$ cat src/rtl/mips_decode_exec_unit.sv
// mips_decode_exec_unit
//   Single-cycle helper block for a 5-stage MIPS pipeline. It contains:
//   - the ID-stage main control decoder, driven from instr;
//   - the IF-stage PC+4 incrementer;
//   - the EX-stage 32-bit ALU;
//   - a registered copy of the ALU result and zero flag.
//   The decode, increment and ALU paths are purely combinational.
//
// Optional feature (macro EXT_ALU_OPS_EN):
//   - ALU op 011 computes A^B (otherwise it yields 0).
//   - R-type funct 100110 (xor) and 100111 (nor) both decode to ALU op 011
//     with reg_write=1. Otherwise they are treated as unknown functs.
//
// Ports:
//   clk, reset        clock; asynchronous active-high reset (registered path only)
//   instr             ID-stage instruction word
//   pc                current fetch PC
//   src_a, src_b      ALU operands
//   alu_control_e     ALU operation select for the EX stage
//   reg_dst .. jump   decoded control signals
//   alu_control_d     decoded ALU operation
//   pc_plus4          pc + 4, wrapping
//   alu_out, zero     combinational ALU result and its all-zero flag
//   alu_out_q, zero_q registered alu_out / zero (reset values 0 / 1)
module mips_decode_exec_unit #(
  parameter int WIDTH = 32
) (
  input  logic             clk,
  input  logic             reset,
  input  logic [31:0]      instr,
  input  logic [WIDTH-1:0] pc,
  input  logic [WIDTH-1:0] src_a,
  input  logic [WIDTH-1:0] src_b,
  input  logic [2:0]       alu_control_e,
  output logic             reg_dst,
  output logic             jump,
  output logic             branch,
  output logic             mem_read,
  output logic             mem_to_reg,
  output logic [2:0]       alu_control_d,
  output logic             reg_write,
  output logic             alu_src,
  output logic             mem_write,
  output logic [WIDTH-1:0] pc_plus4,
  output logic [WIDTH-1:0] alu_out,
  output logic             zero,
  output logic [WIDTH-1:0] alu_out_q,
  output logic             zero_q
);

  logic [5:0]       opcode;
  logic [5:0]       funct;
  logic [WIDTH-1:0] alu_out_d;
  logic             zero_d;

  assign opcode = instr[31:26];
  assign funct  = instr[5:0];

  function automatic logic [WIDTH-1:0] alu_fn(
    input logic [WIDTH-1:0] a,
    input logic [WIDTH-1:0] b,
    input logic [2:0]       op
  );
    logic signed [WIDTH-1:0] a_s;
    logic signed [WIDTH-1:0] b_s;
    logic [WIDTH-1:0]        r;
    a_s = a;
    b_s = b;
    case (op)
      3'b000:  r = a & b;
      3'b001:  r = a | b;
      3'b010:  r = a + b;
      3'b100:  r = a & ~b;
      3'b101:  r = a | ~b;
      3'b110:  r = a - b;
      3'b111:  r = {{(WIDTH-1){1'b0}}, (a_s < b_s)};
`ifdef EXT_ALU_OPS_EN
      3'b011:  r = a ^ b;
`endif
      default: r = '0;
    endcase
    return r;
  endfunction

  // Main control decoder; any opcode not listed leaves every control low,
  // so the instruction behaves as a NOP downstream.
  always_comb begin
    reg_dst       = 1'b0;
    alu_src       = 1'b0;
    mem_to_reg    = 1'b0;
    reg_write     = 1'b0;
    mem_read      = 1'b0;
    mem_write     = 1'b0;
    branch        = 1'b0;
    jump          = 1'b0;
    alu_control_d = 3'b010;
    case (opcode)
      6'b000000: begin
        reg_dst   = 1'b1;
        reg_write = 1'b1;
        case (funct)
          6'b100000: alu_control_d = 3'b010;
          6'b100010: alu_control_d = 3'b110;
          6'b100100: alu_control_d = 3'b000;
          6'b100101: alu_control_d = 3'b001;
          6'b101010: alu_control_d = 3'b111;
`ifdef EXT_ALU_OPS_EN
          // nor shares the xor encoding; the ALU has no nor operation.
          6'b100110, 6'b100111: alu_control_d = 3'b011;
`endif
          default: reg_write = 1'b0;
        endcase
      end
      6'b100011: begin
        alu_src    = 1'b1;
        mem_to_reg = 1'b1;
        reg_write  = 1'b1;
        mem_read   = 1'b1;
      end
      6'b101011: begin
        alu_src   = 1'b1;
        mem_write = 1'b1;
      end
      6'b000100: begin
        branch        = 1'b1;
        alu_control_d = 3'b110;
      end
      6'b001000: begin
        alu_src   = 1'b1;
        reg_write = 1'b1;
      end
      6'b000010: jump = 1'b1;
      default: ;
    endcase
  end

  assign pc_plus4 = pc + WIDTH'(4);

  always_comb begin
    alu_out_d = alu_fn(src_a, src_b, alu_control_e);
    zero_d    = (alu_out_d == '0);
  end

  assign alu_out = alu_out_d;
  assign zero    = zero_d;

  // EX -> downstream register boundary
  always_ff @(posedge clk or posedge reset) begin
    if (reset) begin
      alu_out_q <= '0;
      zero_q    <= 1'b1;
    end else begin
      alu_out_q <= alu_out_d;
      zero_q    <= zero_d;
    end
  end

endmodule

$ cat config.mk
export PLATFORM = sky130hd
export DESIGN_NAME = mips_decode_exec_unit
export DESIGN_NICKNAME = d
export VERILOG_FILES = /design/src/rtl/mips_decode_exec_unit.sv
export SDC_FILE = /design/constraint.sdc
export NUM_CORES = 1
export LEC_CHECK = 0
export BUFFER_PORTS_ARGS = -buffer_cell sky130_fd_sc_hd__buf_2
export CAP_MARGIN = 5
export CORE_MARGIN = 5
export CORE_UTILIZATION = 56
export CTS_CLUSTER_SIZE = 16
export DETAILED_ROUTE_END_ITERATION = 12
export PLACE_DENSITY = 0.89
export SLEW_MARGIN = 15
export SYNTH_ARGS = -nofsm -noshare
export SYNTH_HDL_FRONTEND = slang
export SYNTH_SLANG_ARGS = --single-unit
$ cat constraint.sdc
create_clock -name clk -period 9.1 [get_ports clk]
set_clock_uncertainty 0.15 [all_clocks]
set_input_delay 1.365 -clock clk [delete_from_list [all_inputs] [get_ports clk]]
set_output_delay 1.365 -clock clk [all_outputs]
set_load 0.05 [all_outputs]
==> results by group <==
Global routing
  – Tot GR Track Use: between 30% and 40%
  – First-pass GRT wire length: 37.1 mm
  – Routing usage on met1: about two fifths
  – Largest net degree at the start of global routing: 88
  – Met2 GRT Util: 52.3%
  – Vias in the first global route: 7476
  – Global route overflow: 0
  – GRT met3 Usage: under 10%
  – Initial antenna violation count: 1
  – Busiest grt layer: met2

Finish
  – Fill count: about 1000
  – Commonest non-fill, non-tap cells in the layout: 216 x buf_2, 97 x a21oi_1, 80 x nand2_1, 73 x nor2_1, 65 x inv_1
  – Reg area: around 830 um^2
  – Final #Nets: roughly 1300
  – Final std cells w/o fill: about 1300
  – Layout cell share with drive strength beyond 1: between 20% and 30%
  – Syn-to-layout area delta: 18.5%
  – Multi-input logic area: about 5300 um^2
  – Most common cell after layout, fill and taps aside: buf_2

Die
  – Core area: between 10000 and 15000 um^2
  – Chip Height: 119 um
  – Initial Utilization: between 50% and 60%
  – Die area: ~14000 um^2
  – Row count: 39
  – Die width: approximately 120 um
  – # IOs: between 200 and 250

Setup path
  – Critical Path Source Type: input pin
  – Buf/Inv on CP: 3
  – CP required: 7590 ps
  – Crit path capture type: primary output
  – Crit Path Max Fanout: 4
  – Critical path's top delay family: simple AND/OR/NAND/NOR gates
  – Crit Path Class: in2out
  – Slowest cell on the critical path: a211oi_1
  – WP data arrival: roughly 5600 ps
  – Crit path cell chain: buf_2, inv_1, ha_1, fa_1, nor2b_1, o211ai_1, a211oi_1, nor4_2, o21ai_1, a2111o_1, o41ai_1, or4_1, nor4_2, nand4_1, nor4_2, buf_2
  – Worst path most repeated cell: nor4_2
  – Slowest cell delay on critical path: roughly 600 ps

Yosys
  – Seq/Total Area, Yosys: roughly 12%
  – Synthesized flop and latch total: 33
  – Synthesized area: between 6000 and 7000 um^2
  – Syn Nets: roughly 1100
  – Ys Warns: 0
  – Async SR Flop Fraction: between 90% and 100%
  – Distinct cells, synth: 78
  – Dominant synthesized flop cell: dfrtp_1
  – Mapped Cells: approximately 940
  – Avg Inst Size Synth: ~7.1 um^2
  – Number of flops mapped to enable cells by yosys: 0

STA
  – Max-slew violations: 0
  – Tmin final: just over 7000 ps
  – Worst-Margin Slew: around 1100 ps
  – Fmax: roughly 140 MHz
  – Min Hold Slack: slightly above 1000 ps
  – Final setup fails: 0
  – RSZ-0062 raised after global routing: no
  – Tcrit/Tclk final: between 70% and 80%
  – Setup TNS: 0 ps
  – Final Hold Fails: 0
  – Slew HR: a little under a quarter

CTS
  – Worst-path clk slew: roughly 50 ps
  – Num Clock Sinks: 33
  – CTS tree: done
  – CTS resizes: 0
  – CTS max path bufs: 2
  – CTS Buf Count: 5
  – Hold Buf Count CTS: 0
  – Post-CTS setup buffers: 0
  – H-tree levels: 2
  – CTS Root Cell: clkbuf_16

Placed design
  – Placed cells: 1253
  – Routability congestion estimate: between 1 and 1.5
  – Detailed placement HPWL: ~19 mm
  – PortBufs: 217

Run
  – Max-Cap Viols: 0

Detailed routing
  – Vias: a little over 8000
  – DR iter-0 viols: approximately 1000
  – Wire per inst: 18.6 um
  – Post-route ant nets: 0
  – Residual DRC: 0
  – Via/cell ratio: approximately 6.5
  – First drt pass iteration count: 6
  – DRT Wirelength: 23.5 mm

Hold path
  – HP Class: in2async

Pwr
  – Leak: around 3.7 nW
  – Peak supply drop: about 0.076 mV
  – Pwr Density: roughly 120 nW/um^2

Outcome
  – Outcome: completed
==> kinds of logic after synthesis <==
family          Yosys count  synth area share [%]
fa+ha+maj                83                  15.2
xor+xnor                 67                  8.83
mux                       7                  1.07
simple gates            323                  24.6
flops                    33                  12.4
buf+inv                 122                  7.29
compound gates          306                  30.6
==> synth_stat cells (7+ instances only) <==
cell	n	area share, %
clkbuf_1	33	1.9
inv_1	66	3.7
nor2b_1	17	1.6
xnor2_1	37	4.9
and3_1	10	0.94
nor4_1	9	0.85
a21o_1	14	1.6
o21bai_1	11	1.2
nor2_1	73	4.1
dfrtp_1	32	12
o211ai_1	9	1.0
a31oi_1	11	1.0
nor3_1	33	2.5
buf_2	8	0.60
o2111ai_1	8	1.1
o22ai_1	21	2.0
o21ai_0	52	3.9
xor2_1	30	4.0
maj3_1	17	2.6
nand2b_1	9	0.85
a211oi_1	13	1.5
o31ai_1	10	1.1
buf_1	9	0.51
nand3_1	33	2.5
nand2_1	80	4.5
or3_1	7	0.66
nand4_1	17	1.6
ha_1	64	12
a21oi_1	97	7.3
==> area by class of cell <==
| type | count | share of cell area (%) |
|---|---|---|
| timing repair buffer | 224 | 14.5 |
| tap | 143 | 2.27 |
| antenna | 1 | 0.0318 |
| inverter | 67 | 3.19 |
| clock buffer | 5 | 1.59 |
| multi-input combinational | 786 | 67.7 |
| clock inverter | 3 | 0.222 |
| sequential | 33 | 10.5 |
==> report_power, final <==
part           total, mW  switching, mW  internal (mW)
logic              0.630          0.450          0.180
clock network      0.158         0.0579          0.100
registers          0.170        0.00482          0.166
total              0.958          0.513          0.445
==> state kept, by name (all words and copies together), names as in the netlist <==
name,cells
alu_out_q,32
zero_q,1
==> metrics by stage <==
step	utilization, %	power, mW	setup slack [ps]	cell area (um^2)
6_report	68.4	0.958	2040	7880
5_1_grt	68.4	1.01	1790	7880
4_1_cts	68.4	0.947	2160	7880
3_5_place_dp	67.1	0.787	2180	7730
3_3_place_gp	67.1	0.779	2270	7730
2_1_floorplan	-	0.619	2130	6650
==> per-layer routing <==
layer	up-vias	wire length (um)	part of all wire [%]
met5	-	0	0
met4	0	604	2.6
met3	65	3140	13
met2	571	10500	45
met1	3762	9320	40
li1	3813	-	-
==> path summary, 6_finish.rpt <==
| check | startpoint | endpoint | slack (ps) | depth (start not counted) |
|---|---|---|---|---|
| setup / recovery | src_a[0] | zero | 2040 | 16 |
| hold / removal | reset | alu_out_q[30] | 1020 | 2 |
| max in group asynchronous | reset | alu_out_q[6] | 7360 | 2 |
| min in group clk | src_a[31] | alu_out_q[31] | 1390 | 3 |
Power figures use the tool's default switching activity.
